<file path="config.mk">
export PLATFORM = sky130hd
export DESIGN_NAME = writeback_arbiter_flat
export DESIGN_NICKNAME = d
export VERILOG_FILES = /design/src/rtl/wb_pkg.sv /design/src/rtl/wb_if.sv /design/src/rtl/wb_fifo.sv /design/src/rtl/writeback_arbiter.sv /design/src/flat_wrapper.sv
export SDC_FILE = /design/constraint.sdc
export NUM_CORES = 1
export LEC_CHECK = 0
export BUFFER_PORTS_ARGS = -buffer_cell sky130_fd_sc_hd__buf_2
export CORE_MARGIN = 5
export CORE_UTILIZATION = 35
export DETAILED_ROUTE_END_ITERATION = 10
export GPL_ROUTABILITY_DRIVEN = 1
export PLACE_DENSITY_LB_ADDON = 0.2
export SLEW_MARGIN = 5
export SYNTH_ARGS = -nofsm -noshare
export SYNTH_HDL_FRONTEND = slang
export SYNTH_SLANG_ARGS = --single-unit
</file>
<file path="constraint.sdc">
create_clock -name CLK -period 16.62 [get_ports CLK]
set_input_delay 1.662 -clock CLK [delete_from_list [all_inputs] [get_ports CLK]]
set_output_delay 1.662 -clock CLK [all_outputs]
set_load 0.005 [all_outputs]
</file>
<file path="src/rtl/wb_pkg.sv">
// wb_pkg: shared widths, FIFO entry type and sizing helper for the
// writeback arbiter. Optional forwarding is built with WB_FORWARD_EN.
package wb_pkg;

   localparam int WB_DATA_W = 32;
   localparam int WB_ADDR_W = 4;
   localparam int WB_DEPTH  = 4;

   typedef struct packed {
      logic                 live;
      logic [WB_ADDR_W-1:0] dir;
      logic [WB_DATA_W-1:0] data;
   } wb_entry_t;

   function automatic int clog2_depth(input int depth);
      return $clog2(depth);
   endfunction

endpackage

</file>
<file path="src/rtl/wb_if.sv">
// wb_if: ALU/load inputs and register-file write port of the arbiter.
// WB_FORWARD_EN adds the two forwarding query/response pairs.
interface wb_if
   import wb_pkg::*;
#(
   parameter int DATA_W = WB_DATA_W,
   parameter int ADDR_W = WB_ADDR_W,
   parameter int DEPTH  = WB_DEPTH
);
   localparam int PW = clog2_depth(DEPTH) + 1;

   logic              AluValid;
   logic [ADDR_W-1:0] AluDir;
   logic [DATA_W-1:0] AluData;
   logic              AluReady;
   logic              MemValid;
   logic [ADDR_W-1:0] MemDir;
   logic [DATA_W-1:0] MemData;
   logic [ADDR_W-1:0] DirC;
   logic [DATA_W-1:0] WriteData;
   logic              WriteEnable;
   logic [PW-1:0]     Pending;
`ifdef WB_FORWARD_EN
   logic [ADDR_W-1:0] QDirA;
   logic [ADDR_W-1:0] QDirB;
   logic              HitA;
   logic              HitB;
   logic [DATA_W-1:0] FwdDataA;
   logic [DATA_W-1:0] FwdDataB;
`endif

   modport master (
`ifdef WB_FORWARD_EN
      output QDirA, QDirB,
      input  HitA, HitB, FwdDataA, FwdDataB,
`endif
      output AluValid, AluDir, AluData,
      output MemValid, MemDir, MemData,
      input  AluReady, DirC, WriteData, WriteEnable, Pending
   );

   modport slave (
`ifdef WB_FORWARD_EN
      input  QDirA, QDirB,
      output HitA, HitB, FwdDataA, FwdDataB,
`endif
      input  AluValid, AluDir, AluData,
      input  MemValid, MemDir, MemData,
      output AluReady, DirC, WriteData, WriteEnable, Pending
   );

endinterface

</file>
<file path="src/rtl/wb_fifo.sv">
// wb_fifo: circular buffer of deferred ALU results with a parallel
// squash-by-address port; the entry array is exposed for forwarding.
module wb_fifo
   import wb_pkg::*;
#(
   parameter int DEPTH = WB_DEPTH,
   localparam int PTR_W = clog2_depth(DEPTH),
   localparam int PW    = PTR_W + 1
) (
   input  logic             clk,
   input  logic             rst,
   input  logic             push,
   input  wb_entry_t        push_entry,
   input  logic             pop,
   input  logic             squash_en,
   input  logic [WB_ADDR_W-1:0] squash_dir,
   output wb_entry_t        head,
   output logic [PW-1:0]    count,
   output logic [PTR_W-1:0] rd_ptr,
   output wb_entry_t        entries [DEPTH]
);

   wb_entry_t        mem_q [DEPTH];
   wb_entry_t        mem_d [DEPTH];
   logic [PTR_W-1:0] rd_ptr_q, rd_ptr_d;
   logic [PTR_W-1:0] wr_ptr_q, wr_ptr_d;
   logic [PW-1:0]    cnt_q, cnt_d;

   // Squash old entries first so a same-edge push is never killed.
   always_comb begin
      mem_d    = mem_q;
      rd_ptr_d = rd_ptr_q;
      wr_ptr_d = wr_ptr_q;
      cnt_d    = cnt_q;
      if (squash_en) begin
         for (int i = 0; i < DEPTH; i++) begin
            if (mem_q[i].dir == squash_dir) begin
               mem_d[i].live = 1'b0;
            end
         end
      end
      if (push) begin
         mem_d[wr_ptr_q] = push_entry;
         wr_ptr_d        = wr_ptr_q + 1'b1;
      end
      if (pop) begin
         rd_ptr_d = rd_ptr_q + 1'b1;
      end
      case ({push, pop})
         2'b10:   cnt_d = cnt_q + 1'b1;
         2'b01:   cnt_d = cnt_q - 1'b1;
         default: cnt_d = cnt_q;
      endcase
   end

   // Storage, pointers and occupancy.
   always_ff @(posedge clk or posedge rst) begin
      if (rst) begin
         for (int i = 0; i < DEPTH; i++) begin
            mem_q[i] <= '0;
         end
         rd_ptr_q <= '0;
         wr_ptr_q <= '0;
         cnt_q    <= '0;
      end else begin
         mem_q    <= mem_d;
         rd_ptr_q <= rd_ptr_d;
         wr_ptr_q <= wr_ptr_d;
         cnt_q    <= cnt_d;
      end
   end

   // Expose state to the arbiter.
   always_comb begin
      head    = mem_q[rd_ptr_q];
      count   = cnt_q;
      rd_ptr  = rd_ptr_q;
      entries = mem_q;
   end

endmodule

</file>
<file path="src/rtl/writeback_arbiter.sv">
// writeback_arbiter: merges load and ALU results onto one registered
// register-file write port. WB_FORWARD_EN adds read forwarding.
module writeback_arbiter
   import wb_pkg::*;
#(
   parameter int DEPTH  = WB_DEPTH,
   parameter int DATA_W = WB_DATA_W,
   parameter int ADDR_W = WB_ADDR_W
) (
   input logic CLK,
   input logic RST,
   wb_if.slave bus
);
   localparam int PTR_W = clog2_depth(DEPTH);
   localparam int PW    = PTR_W + 1;
   localparam logic [PW-1:0] FULL = PW'(DEPTH);

   wb_entry_t         ents [DEPTH];
   wb_entry_t         head;
   wb_entry_t         alu_ent;
   logic [PW-1:0]     cnt;
   logic [PTR_W-1:0]  rd_ptr;
   logic              empty, pop, push, accept, bypass, alu_ready;
   logic [ADDR_W-1:0] dirc_q, dirc_d;
   logic [DATA_W-1:0] wdata_q, wdata_d;
   logic              we_q, we_d;

   // Acceptance: a pop frees a slot in the same edge it is refilled.
   always_comb begin
      alu_ent   = '{live: 1'b1, dir: bus.AluDir, data: bus.AluData};
      empty     = (cnt == '0);
      pop       = !bus.MemValid && !empty;
      alu_ready = !RST && ((cnt < FULL) || pop);
      accept    = bus.AluValid && alu_ready;
      bypass    = accept && !bus.MemValid && empty;
      push      = accept && !bypass;
   end

   // Issue select: load, then FIFO head, then bypassed ALU result.
   always_comb begin
      we_d    = 1'b0;
      dirc_d  = dirc_q;
      wdata_d = wdata_q;
      if (bus.MemValid) begin
         we_d    = 1'b1;
         dirc_d  = bus.MemDir;
         wdata_d = bus.MemData;
      end else if (!empty) begin
         we_d = head.live;
         if (head.live) begin
            dirc_d  = head.dir;
            wdata_d = head.data;
         end
      end else if (bypass) begin
         we_d    = 1'b1;
         dirc_d  = bus.AluDir;
         wdata_d = bus.AluData;
      end
   end

   // Registered write port, stable through the CLK-low commit.
   always_ff @(posedge CLK or posedge RST) begin
      if (RST) begin
         dirc_q  <= '0;
         wdata_q <= '0;
         we_q    <= 1'b0;
      end else begin
         dirc_q  <= dirc_d;
         wdata_q <= wdata_d;
         we_q    <= we_d;
      end
   end

   wb_fifo #(.DEPTH(DEPTH)) u_fifo (
      .clk        (CLK),
      .rst        (RST),
      .push       (push),
      .push_entry (alu_ent),
      .pop        (pop),
      .squash_en  (bus.MemValid),
      .squash_dir (bus.MemDir),
      .head       (head),
      .count      (cnt),
      .rd_ptr     (rd_ptr),
      .entries    (ents)
   );

   assign bus.AluReady    = alu_ready;
   assign bus.DirC        = dirc_q;
   assign bus.WriteData   = wdata_q;
   assign bus.WriteEnable = we_q;
   assign bus.Pending     = cnt;

`ifdef WB_FORWARD_EN
   logic [PTR_W-1:0] slot;

   // Oldest to youngest scan; later matches override earlier ones.
   always_comb begin
      bus.HitA     = 1'b0;
      bus.HitB     = 1'b0;
      bus.FwdDataA = '0;
      bus.FwdDataB = '0;
      slot         = rd_ptr;
      if (we_q && dirc_q == bus.QDirA) begin
         bus.HitA     = 1'b1;
         bus.FwdDataA = wdata_q;
      end
      if (we_q && dirc_q == bus.QDirB) begin
         bus.HitB     = 1'b1;
         bus.FwdDataB = wdata_q;
      end
      for (int k = 0; k < DEPTH; k++) begin
         slot = rd_ptr + PTR_W'(k);
         if (PW'(k) < cnt && ents[slot].live) begin
            if (ents[slot].dir == bus.QDirA) begin
               bus.HitA     = 1'b1;
               bus.FwdDataA = ents[slot].data;
            end
            if (ents[slot].dir == bus.QDirB) begin
               bus.HitB     = 1'b1;
               bus.FwdDataB = ents[slot].data;
            end
         end
      end
   end
`else
   logic unused_fwd;

   // Entry array and read pointer only feed forwarding.
   always_comb begin
      unused_fwd = ^rd_ptr;
      for (int i = 0; i < DEPTH; i++) begin
         unused_fwd = unused_fwd ^ (^ents[i]);
      end
   end
`endif

endmodule
</file>
<file path="src/flat_wrapper.sv">
// flat-port wrapper written by rule: the top's interface ports become plain ports
module writeback_arbiter_flat import wb_pkg::*;
#(
   parameter int DEPTH  = WB_DEPTH,
   parameter int DATA_W = WB_DATA_W,
   parameter int ADDR_W = WB_ADDR_W
)
  (CLK, RST, bus_AluValid, bus_AluDir, bus_AluData, bus_MemValid, bus_MemDir, bus_MemData, bus_AluReady, bus_DirC, bus_WriteData, bus_WriteEnable, bus_Pending);
  wb_if #(.DATA_W(DATA_W), .ADDR_W(ADDR_W), .DEPTH(DEPTH)) bus_i ();
  input logic CLK;
  input logic RST;
  input wire logic [$bits(bus_i.AluValid)-1:0] bus_AluValid;
  input wire logic [$bits(bus_i.AluDir)-1:0] bus_AluDir;
  input wire logic [$bits(bus_i.AluData)-1:0] bus_AluData;
  input wire logic [$bits(bus_i.MemValid)-1:0] bus_MemValid;
  input wire logic [$bits(bus_i.MemDir)-1:0] bus_MemDir;
  input wire logic [$bits(bus_i.MemData)-1:0] bus_MemData;
  output wire logic [$bits(bus_i.AluReady)-1:0] bus_AluReady;
  output wire logic [$bits(bus_i.DirC)-1:0] bus_DirC;
  output wire logic [$bits(bus_i.WriteData)-1:0] bus_WriteData;
  output wire logic [$bits(bus_i.WriteEnable)-1:0] bus_WriteEnable;
  output wire logic [$bits(bus_i.Pending)-1:0] bus_Pending;
  assign bus_i.AluValid = bus_AluValid;
  assign bus_i.AluDir = bus_AluDir;
  assign bus_i.AluData = bus_AluData;
  assign bus_i.MemValid = bus_MemValid;
  assign bus_i.MemDir = bus_MemDir;
  assign bus_i.MemData = bus_MemData;
  assign bus_AluReady = bus_i.AluReady;
  assign bus_DirC = bus_i.DirC;
  assign bus_WriteData = bus_i.WriteData;
  assign bus_WriteEnable = bus_i.WriteEnable;
  assign bus_Pending = bus_i.Pending;
  writeback_arbiter #(.DEPTH(DEPTH), .DATA_W(DATA_W), .ADDR_W(ADDR_W)) u_core (.CLK(CLK), .RST(RST), .bus(bus_i));
endmodule
</file>
== Word-level counts from Yosys, hierarchy flattened ==
Index checks and enable logic that the tools add are counted.
Word-level totals
  word-level logic and storage cells: 78
  bits in registers: 192
  output and inout port bits: 41
  input port bits: 76
Operators by class
  add/subtract/negate cells: 4
  reduce and logical (&&, ||, !) cells: 16
  $lt $le $gt $ge: 4
  muxes and demuxes: 27
  equality and inequality tests: 7
  bitwise logic cells: 2
Operators by type and width (count)
  148-bit bitwise mux: 1
  148-bit 2-to-1 mux: 1
  32-bit 2-to-1 mux: 4
  37-bit 2-to-1 mux: 3
  37-bit binary-select mux with 2-bit select: 1
  37-bit demux with 2-bit select: 1
  4-bit equality test: 4
  4-bit 2-to-1 mux: 4
  1-bit 2-to-1 mux: 11
  1-bit logical AND: 7
  3-bit greater-or-equal comparator, second input constant: 2
  2-bit inverter with 3-bit output: 2
  3-bit one-hot mux with 2 select lines: 1
  2-bit by 1-bit adder with 2-bit output, second input constant: 2
  1-bit zero test: 4
  3-bit by 1-bit adder with 3-bit output, second input constant: 1
  3-bit zero test: 1
  3-bit by 1-bit less-than comparator with 1-bit output, second input constant: 1
  3-bit less-than comparator, second input constant: 1
  3-bit != test, second input constant: 1
  3-bit nonzero test: 1
  3-bit by 1-bit subtractor with 3-bit output, second input constant: 1
  2-bit by 1-bit equality test with 1-bit output, second input constant: 1
  2-bit equality test, second input constant: 1
  3 further kinds: 3

== Logic depth before layout (Yosys ltp) ==
Gate-level depths: netlist of the first run.
  word-level depth: 12
  mapped depth: 11

== Hierarchy ==
From an unflattened synthesis of the first run, not the netlist that was laid out.
Unflattened totals
  cells, all modules: 589
  area, all modules: 9650.5 um2
Modules (own cells, without submodules)
  wb_fifo: area an instance 7096.8 um2, cells an instance 422, times used 1, sequential area each 3878.7 um2
  writeback_arbiter: area an instance 2553.7 um2, cells an instance 167, times used 1, sequential area each 925.9 um2

== Worst setup path before layout of the first run ==
Ideal clock, no wire load.
  kind: in2out
  start: in bus_MemValid
  end: out bus_AluReady
  data required time: 14958 ps
  slack: 12471 ps
  stages: 4
  path buffers: 3
  arrival: 2487 ps
  path through: buf_2 buf_1 clkbuf_1 a21oi_1
Between the ends
  word-level cells in the longest chain between the ends: 4
Ends and longest elaborated chain
  start, declared: line flat_wrapper.sv:15  | input wire logic [$bits(bus_i.MemValid)-1:0] bus_MemValid;
  1-bit zero test: line writeback_arbiter.sv:32  | pop = !bus.MemValid && !empty;
  1-bit logical AND: line writeback_arbiter.sv:32
  1-bit logical OR: line writeback_arbiter.sv:33  | alu_ready = !RST && ((cnt < FULL) || pop);
  1-bit logical AND: line writeback_arbiter.sv:33
  end, declared: line flat_wrapper.sv:18  | output wire logic [$bits(bus_i.AluReady)-1:0] bus_AluReady;
No other way between the ends.

== Worst setup path in the final report of the first run ==
Same ends and word-level chain as after synthesis.

==> results of run 1 <==
[final timing paths]
path	startpoint	endpoint	slack, ns
max	bus_MemValid	bus_AluReady	12.22
min reg2reg	u_core.bus.WriteData[16]	u_core.bus.WriteData[16]	0.49
max reg2reg	u_core.u_fifo.rd_ptr[0]	u_core.bus.WriteData[1]	13.02
min in group asynchronous	RST	async pin	1.44
min	u_core.bus.WriteData[16]	u_core.bus.WriteData[16]	0.49
max in group asynchronous	RST	async pin	13.76
[cells in the mapped netlist]
cell type / instances
or3_4: 2
a21oi_1: 37
buf_2: 12
fa_1: 1
o211a_4: 1
o311ai_1: 2
xnor2_1: 8
o41ai_1: 4
o311ai_0: 27
buf_4: 1
nor2_1: 1
nand2_1: 25
inv_2: 1
o32a_1: 7
o2bb2ai_1: 29
mux2_4: 116
nor2b_1: 1
nor3_1: 2
nand2_8: 4
o21ai_0: 8
buf_12: 13
mux2i_1: 1
inv_1: 15
mux4_2: 37
xor2_1: 14
buf_1: 3
clkbuf_1: 18
ha_1: 5
nand2b_1: 29
buf_6: 4
or2b_1: 1
o21ai_2: 1
dfrtp_1: 192
mux2_2: 28
[per-layer routing]
metal,vias up,GRT usage (%),share of wire [%]
li1,2593,-,-
met1,3071,21.8,46
met2,107,25.2,49
met3,16,2.52,3.5
met4,0,4.32,1.0
met5,-,0,0
[power by group]
| part | switching (uW) | internal (uW) |
|---|---|---|
| clock network | 183 | 231 |
| logic | 379 | 505 |
| registers | 146 | 704 |
| total | 708 | 1440 |
[cells in the final DEF, fill, tap and decap left out, drive strengths merged, types with 14 or more instances in the layout]
cell type / Yosys / layout
o311ai: 29 / 29
clkbuf: 18 / 20
xor2: 14 / 14
mux2: 144 / 144
nand2: 29 / 29
a21oi: 37 / 37
mux4: 37 / 37
inv: 16 / 19
o2bb2ai: 29 / 29
nand2b: 29 / 29
buf: 33 / 120
dfrtp: 192 / 192
[metrics by stage]
step / total power (uW) / cells / worst slack [ns] / hold WS, ns
global placement: 1710 / 1097 / 12.14 / 0.468
floorplan: 1520 / 650 / 9.73 / 0.453
finish: 2150 / 1128 / 12.22 / 0.487
global route: 2280 / 1128 / 12.13 / 0.505
detailed placement: 1750 / 1097 / 12.05 / 0.469
CTS: 2170 / 1128 / 12.21 / 0.490
[worst max-delay path, stage by stage]
cell and delay, ns:
buf_2 0.08, buf_4 0.64, a21oi_1 0.14, buf_2 0.17
[logic make-up (layout without fill, tap and decap cells)]
family,after synthesis,in the layout,synth area share (%)
flops,192,192,49.2
buf+inv,67,167,5.24
xor+xnor,22,22,1.97
simple gates,65,65,4.15
compound gates,116,116,8.86
mux,182,182,29.7
fa+ha+maj,6,6,0.846
[final cells by class]
cell class | instances | area share, %
Clock inverter | 11 | 1.19
Tap cell | 378 | 4.30
Clock buffer | 20 | 4.15
Timing Repair Buffer | 120 | 5.55
Inverter | 16 | 0.614
Multi-Input combinational cell | 391 | 40.5
Sequential cell | 192 | 43.7
==> run_results.csv, run 1 <==
group,metric,value,unit
cts,clk_pin_slew_worst_paths,0.07,ns
timing,period_minus_slack,4.40,ns
critical_path,crit_required,14.96,ns
detailed_routing,dr.pass1.iters,4,
run_status,outcome,"finished, final reports clean",
floorplanning,die_y,177,um
logic_synthesis,synthCells,650,
timing,max_freq,0.227,GHz
layout,num-fill-cells,2640,
cts,cts_setup_buffers,0,
global_routing,grt_pass1_wl,38100,um
detailed_routing,drt_iter0_markers,358,
cts,clk_latency,0.43,ns
cts,cts_tree,"built",
critical_path,reg2reg_depth,5,
timing,final-hold-violation-count,0,
cts,cts_made_buffers,17,
critical_path,worstSetupPathType,"in2out",
timing,final.setup_skew,0.0113,ns
floorplanning,ios,117,
logic_synthesis,yosys-top-cells-area,"dfrtp_1 49%, mux2_4 18%, mux4_2 8.5%",
timing,final-setup-viol-count,0,
cts,cts_max_level,4,
worst_hold_path,holdCritPathClass,"reg2reg",
layout,nets,820,
critical_path,endpoint_kind,"primary output",
cts,root_buffer,"clkbuf_16",
critical_path,worstPathMaxFanout,82,
layout,diodes,0,
floorplanning,die_x,177,um
layout,stdcell_area,11000,um2
detailed_routing,routed_wl,23900,um
layout,multiInputGateArea,4450,um2
logic_synthesis,ys_seq_elements,192,
cts,clk_path_buf_depth,2,
logic_synthesis,avgSynthCellArea,15.0,um2
timing,fin_tns_setup,0,ns
detailed_routing,vias,5787,
layout,finish.utilization,39.8,%
placement,io_buffer_count,116,
timing,rsz0062_at_grt,"no",
detailed_routing,drtAntennaViolNets,0,
cts,hold_buffers,0,
global_routing,overflow,0,
timing,slew_headroom,29.9,%
global_routing,grt_pass1_vias,6448,
critical_path,critPathArrivalTime,2.74,ns
detailed_routing,routed_via_density,5.13,
floorplanning,start_util,35.3,%
placement,globalplace.congestion,0.738,
cts,cts_resized,0,
logic_synthesis,netlist_area,9760,um2
floorplanning,num_rows,61,
logic_synthesis,ys_warn_count,0,
detailed_routing,drc,0,
floorplanning,die_area,31300,um2
detailed_routing,wire_per_inst,21.2,um
worst_hold_path,hold_depth,1,
logic_synthesis,synth.distinct_cells,34,
power_and_ir_drop,powerDensity,195,nW/um2
job,drv_cap,0,
layout,area_growth_syn_to_layout,12.7,%
timing,finalMaxSlewViolations,0,
floorplanning,core_area,27600,um2
critical_path,crit_path_start_kind,"input port",
global_routing,antenna_found_initial,0,
placement,dpl_cell_area,10400,um2
cts,clock_sinks,192,
timing,finalCritPeriodShare,26.5,%
global_routing,grt_max_degree,126,
placement,hpwl,14300,um
power_and_ir_drop,peakVddDrop,0.107,mV
power_and_ir_drop,p_leak,0.00507,uW
timing,tightest_slew,1.05,ns
layout,seqCellArea,4810,um2
logic_synthesis,synth_top_cell_by_area,"dfrtp_1",
global_routing,grt_util_all_layers,15.6,%
layout,drive_gt1_share,45.9,%
logic_synthesis,ys_seq_area_share,49.2,%
logic_synthesis,synth_top_area_share,49.2,%
logic_synthesis,synth_nets,732,
(Power assumes the default switching activity.)
==> inputs of run 2 (changes only) <==
--- a/config.mk
+++ b/config.mk
@@ -5,6 +5,7 @@
 export SDC_FILE = /design/constraint.sdc
 export NUM_CORES = 1
 export LEC_CHECK = 0
+export ABC_AREA = 1
 export BUFFER_PORTS_ARGS = -buffer_cell sky130_fd_sc_hd__buf_2
 export CORE_MARGIN = 5
 export CORE_UTILIZATION = 35
==> constraint.sdc (replaced) <==
create_clock -name CLK -period 3.85 [get_ports CLK]
set_input_delay 0.385 -clock CLK [delete_from_list [all_inputs] [get_ports CLK]]
set_output_delay 0.385 -clock CLK [all_outputs]
set_load 0.005 [all_outputs]
==> run_results.csv, run 2 <==
group,metric,value,unit
layout,area_growth_syn_to_layout,14.5,%
floorplanning,ios,117,
floorplanning,core_area,26900,um2
placement,hpwl,16000,um
power_and_ir_drop,p_leak,0.00564,uW
power_and_ir_drop,switching_share,41.3,%
logic_synthesis,yosys-top-cells-area,"dfrtp_1 50%, nand2_1 21%, o21ai_0 7.8%",
timing,finalMaxSlewViolations,0,
timing,period_minus_slack,2.51,ns
timing,fin_ws,1.34,ns
cts,clk_latency,0.44,ns
logic_synthesis,ys_seq_area_share,50.5,%
timing,final-setup-viol-count,0,
power_and_ir_drop,seqPwrFrac,39.4,%
logic_synthesis,async_reset_ff_share,100,%
worst_hold_path,holdCritPathClass,"in2reg",
timing,holdWs,0.278,ns
logic_synthesis,ys_warn_count,0,
critical_path,path_cells,"nor2_4 > nand3_4 > nand2_1 > ha_1 > inv_1 > fa_1 > a21oi_1 > o21ai_0 > xor2_1",
critical_path,rr_startpoint,"u_core.u_fifo.count[0]",
power_and_ir_drop,power_frac_comb,39.8,%
global_routing,grt_pass1_wl,43800,um
power_and_ir_drop,p_total,9120,uW
power_and_ir_drop,peakVddDrop,0.350,mV
cts,cts_setup_buffers,0,
detailed_routing,routed_via_density,4.92,
layout,layout_commonest_cell,"nand2_1",
cts,cts_resized,0,
timing,slew_headroom,42.5,%
critical_path,cpPeakStageDelay,0.45,ns
logic_synthesis,synth.distinct_cells,31,
layout,final_cell_mix,"525 x nand2_1, 190 x dfrtp_1, 148 x o21ai_0, 116 x buf_2, 75 x inv_1",
critical_path,crit_path_start_kind,"flip-flop",
critical_path,worstPathMaxFanout,15,
timing,max_freq,0.398,GHz
logic_synthesis,synthCells,1238,
timing,rsz0062_at_grt,"no",
logic_synthesis,synth_top_area_share,50.5,%
cts,clock_sinks,192,
placement,io_buffer_count,116,
detailed_routing,drt_iter0_markers,586,
logic_synthesis,avgSynthCellArea,7.69,um2
global_routing,grt_max_degree,118,
placement,dpl_cell_area,10300,um2
floorplanning,start_util,35.4,%
floorplanning,num_rows,60,
timing,finalCritPeriodShare,65.3,%
run_status,outcome,"finished, final reports clean",
floorplanning,die_area,30600,um2
cts,root_buffer,"clkbuf_16",
job,drv_cap,0,
logic_synthesis,ys_seq_elements,192,
timing,fin_tns_setup,0,ns
floorplanning,die_x,175,um
logic_synthesis,ys.flop_type,"dfrtp_1",
logic_synthesis,synth-edff-count,0,
critical_path,worstSetupPathType,"reg2reg",
detailed_routing,routed_wl,26800,um
logic_synthesis,yosysMostFrequentCell,"nand2_1",
global_routing,grt_util_all_layers,17.8,%
timing,final.setup_skew,0.0131,ns
layout,nets,1389,
critical_path,slowest_stage,"dfrtp_1",
logic_synthesis,synth_nets,1320,
layout,diodes,0,
critical_path,crit_path_start,"u_core.u_fifo.count[0]",
timing,tightest_slew,0.862,ns
critical_path,endpoint_kind,"flip-flop",
cts,cts_max_level,4,
cts,clk_path_buf_depth,2,
global_routing,grt_pass1_vias,7941,
logic_synthesis,synth_top_cells_by_count,"525 x nand2_1, 192 x dfrtp_1, 148 x o21ai_0, 79 x inv_1, 72 x nand3_1",
cts,cts_tree,"built",
placement,pre_cts_slack,1.34,ns
placement,globalplace.congestion,0.780,
cts,cts_made_buffers,17,
power_and_ir_drop,internal_power,5350,uW
critical_path,critPathArrivalTime,2.82,ns
critical_path,crit_required,4.15,ns
global_routing,overflow,0,
detailed_routing,drc,0,
layout,drive_gt1_share,14.7,%
worst_hold_path,min_from,"bus_AluDir[3]",
floorplanning,die_y,175,um
detailed_routing,wire_per_inst,16.1,um
detailed_routing,drtAntennaViolNets,0,
layout,stdcell_area,10900,um2
cts,clk_pin_slew_worst_paths,0.07,ns
power_and_ir_drop,p_sw,3760,uW
logic_synthesis,synth_top_cell_by_area,"dfrtp_1",
power_and_ir_drop,p_clk_share,20.8,%
cts,hold_buffers,1,
global_routing,antenna_found_initial,0,
timing,final-hold-violation-count,0,
detailed_routing,vias,8168,
logic_synthesis,netlist_area,9510,um2
power_and_ir_drop,powerDensity,837,nW/um2
detailed_routing,dr.pass1.iters,7,
-- run 2: path summary, 6_finish.rpt --
path	end	slack, ns	depth (start not counted)
max	u_core.u_fifo.count[2]	1.34	9
min	flip-flop	0.28	3
max reg2reg	u_core.u_fifo.count[2]	1.34	9
min reg2reg	u_core.bus.WriteData[10]	0.48	2
max in group asynchronous	u_core.u_fifo.rd_ptr[0]	2.57	4
min in group asynchronous	async pin	0.41	3
-- run 2: final cells by class --
type	count	area, um2
Timing Repair Buffer	129	693
Inverter	83	320
Clock buffer	19	453
Sequential cell	192	4810
Multi-Input combinational cell	884	4020
Fill cell	2855	16000
Tap cell	341	427
Clock inverter	13	171
-- run 2: routing by layer --
metal  track usage, %  up-vias  wire length [um]
li1                 -     4086                 -
met1             25.0     3900             13000
met2             29.0      163             12400
met3             3.03       19              1110
met4             3.90        0               259
met5                0        -                 0
-- run 2: kinds of logic (layout without fill, tap and decap cells) --
| kind of cell | count (synthesis) | after routing | share of synthesized area (%) |
|---|---|---|---|
| AOI/OAI and AO/OA | 190 | 190 | 10.3 |
| xor gates and xnor gates | 9 | 9 | 0.829 |
| adders and majority gates | 6 | 6 | 0.868 |
| buffers and inverters | 162 | 244 | 7.27 |
| DFF | 192 | 192 | 50.5 |
| and+or+nand+nor | 679 | 679 | 30.2 |
-- run 2: per-stage QoR --
stage,util (%),instances
finish,40.5,1661
CTS,40.5,1661
global route,40.5,1661
global placement,38.2,1628
detailed placement,38.2,1628
floorplan,-,1238
-- run 2: power by group through the flow --
| stage | clock [uW] | sequential (uW) | combinational, uW |
|---|---|---|---|
| global placement | 0 | 3600 | 3630 |
| floorplan | 0 | 3500 | 2660 |
| detailed placement | 0 | 3610 | 3700 |
| global route | 2030 | 3710 | 4240 |
| finish | 1900 | 3590 | 3630 |
| CTS | 1940 | 3580 | 3720 |
-- run 2: critical path: cells and delay by family (launching register included) --
family                     cells  cell delay (ns)
and+or+nand+nor                3             0.93
adders and majority gates      2             0.55
DFF                            1             0.45
AOI/OAI and AO/OA              2             0.25
xor gates and xnor gates       1             0.15
buffers and inverters          1             0.06
==> inputs of run 3 (changes only) <==
--- a/config.mk
+++ b/config.mk
@@ -5,7 +5,7 @@
 export SDC_FILE = /design/constraint.sdc
 export NUM_CORES = 1
 export LEC_CHECK = 0
-export ABC_AREA = 1
+export ABC_AREA = 0
 export BUFFER_PORTS_ARGS = -buffer_cell sky130_fd_sc_hd__buf_2
 export CORE_MARGIN = 5
 export CORE_UTILIZATION = 35
==> constraint.sdc (replaced) <==
create_clock -name CLK -period 2.3 [get_ports CLK]
set_input_delay 0.23 -clock CLK [delete_from_list [all_inputs] [get_ports CLK]]
set_output_delay 0.23 -clock CLK [all_outputs]
set_load 0.005 [all_outputs]
==> run_results.csv, run 3 (synthesized netlist as in run 1, its figures left out) <==
group,metric,value,unit
timing,fin_ws,0.140,ns
critical_path,reg2reg_depth,9,
critical_path,endpoint_kind,"flip-flop",
layout,area_growth_syn_to_layout,16.6,%
floorplanning,core_area,27600,um2
global_routing,grt_util_all_layers,16.0,%
global_routing,antenna_found_initial,1,
detailed_routing,dr.pass1.iters,4,
timing,holdWs,0.0967,ns
global_routing,overflow,0,
layout,layout_commonest_cell,"dfrtp_1",
cts,cts_max_level,4,
timing,slew_headroom,60.3,%
timing,final.setup_skew,0.0122,ns
power_and_ir_drop,peakVddDrop,0.620,mV
power_and_ir_drop,p_sw,5300,uW
global_routing,use_met1,21.9,%
critical_path,worstPathMaxFanout,3,
cts,clk_pin_slew_worst_paths,0.08,ns
detailed_routing,drtAntennaViolNets,0,
detailed_routing,vias,5965,
global_routing,grt_max_degree,75,
power_and_ir_drop,p_clk_share,19.2,%
critical_path,slowest_stage,"or3_4",
power_and_ir_drop,powerDensity,1400,nW/um2
critical_path,crit_path_start_kind,"flip-flop",
placement,hpwl,16300,um
power_and_ir_drop,power_frac_comb,42.2,%
cts,cts_made_buffers,17,
floorplanning,ios,117,
global_routing,grt-busiest-layer,"met2",
timing,tightest_slew,0.596,ns
worst_hold_path,hold_depth,2,
critical_path,path_cells,"or3_4 > o211a_4 > inv_1 > ha_2 > inv_1 > fa_2 > xor2_1 > nor2_1 > xor2_1",
detailed_routing,routed_wl,24700,um
timing,max_freq,0.463,GHz
floorplanning,start_util,35.3,%
cts,clock_sinks,192,
job,drv_cap,0,
global_routing,gr-usage-met2,25.8,%
timing,rsz0062_at_grt,"no",
timing,final-setup-viol-count,0,
critical_path,crit_required,2.65,ns
cts,cts_tree,"built",
detailed_routing,drt_iter0_markers,273,
power_and_ir_drop,p_leak,0.00526,uW
detailed_routing,routed_via_density,5.14,
layout,nets,850,
cts,clk_latency,0.43,ns
global_routing,grtUsageMet3,2.86,%
timing,finalMaxSlewViolations,0,
critical_path,r2r_setup_slack,0.14,ns
layout,drive_gt1_share,48.3,%
timing,fin_tns_setup,0,ns
worst_hold_path,holdCritPathClass,"in2reg",
floorplanning,die_y,177,um
cts,clk_path_buf_depth,2,
timing,final-hold-violation-count,0,
floorplanning,die_area,31300,um2
layout,finish.utilization,41.2,%
critical_path,cpPeakStageDelay,0.41,ns
placement,globalplace.congestion,0.770,
timing,finalCritPeriodShare,93.9,%
global_routing,grt_pass1_wl,38800,um
detailed_routing,drc,0,
placement,dp_cells,1125,
critical_path,worstSetupPathType,"reg2reg",
critical_path,critPathArrivalTime,2.51,ns
power_and_ir_drop,internal_power,10700,uW
power_and_ir_drop,switching_share,33.2,%
layout,final_cell_mix,"190 x dfrtp_1, 116 x mux2_4, 116 x buf_2, 37 x mux4_2, 37 x a21oi_1",
run_status,outcome,"finished, final reports clean",
floorplanning,num_rows,61,
cts,root_buffer,"clkbuf_16",
placement,io_buffer_count,116,
power_and_ir_drop,seqPwrFrac,38.6,%
detailed_routing,wire_per_inst,21.3,um
layout,finalNonFillerCells,1160,
floorplanning,die_x,177,um
global_routing,grt_pass1_vias,6777,
timing,period_minus_slack,2.16,ns
placement,pre_cts_slack,0.0903,ns
## run 3: critical path: cells and delay by family (launching register included)
kind | cells | cell delay [ns]
adders and majority gates | 2 | 0.52
AOI/OAI and AO/OA | 1 | 0.24
xor gates and xnor gates | 2 | 0.30
DFF | 1 | 0.38
and+or+nand+nor | 2 | 0.53
buffers and inverters | 2 | 0.12
## run 3: final cells by class
| cell class | instances | area (um2) |
|---|---|---|
| antenna | 1 | 2.50 |
| clock buffer | 18 | 439 |
| clock inverter | 14 | 168 |
| fill | 2564 | 16200 |
| inverter | 16 | 63.8 |
| multi-input combinational | 391 | 4460 |
| sequential | 192 | 4810 |
| tap | 378 | 473 |
| timing repair buffer | 150 | 967 |
## run 3: worst paths after layout
path,startpoint,end
worst max-delay path,u_core.u_fifo.count[1],u_core.u_fifo.count[2]
worst min-delay path,bus_AluData[22],flip-flop
worst max register to register,u_core.u_fifo.count[1],u_core.u_fifo.count[2]
worst min register to register,u_core.bus.WriteData[14],u_core.bus.WriteData[14]
max in group asynchronous,RST,u_core.bus.WriteData[9]
min in group asynchronous,RST,u_core.u_fifo.wr_ptr_q[1]
## run 3: power groups by stage
stage          Sequential, uW  Clock (uW)  Combinational [uW]
6_report                 6160        3070                6740
5_1_grt                  6340        3280                7280
4_1_cts                  6160        3140                6840
3_5_place_dp             6190           0                6810
3_3_place_gp             6070           0                6630
2_1_floorplan            5870           0                5110
## run 3: through the flow
stage	power [uW]	instance area, um2
5_1_grt	16900	11400
6_report	16000	11400
4_1_cts	16100	11400
2_1_floorplan	11000	9770
3_5_place_dp	13000	10700
3_3_place_gp	12700	10700
## run 3: layer usage
metal,wire [um],share of wire [%],vias to the layer above
li1,-,-,2655
met1,11000,45,3156
met2,12000,49,137
met3,1270,5.2,17
met4,322,1.3,0
met5,0,0,-
## run 3: repair_timing
item / 4_1_cts / 5_1_grt
endpoints found under the hold margin: 7 / 0
gates resized for setup: 0 / 1
endpoints found under the setup margin: 0 / 10
hold buffers: 1 / 0
buffers inserted: 0 / 1
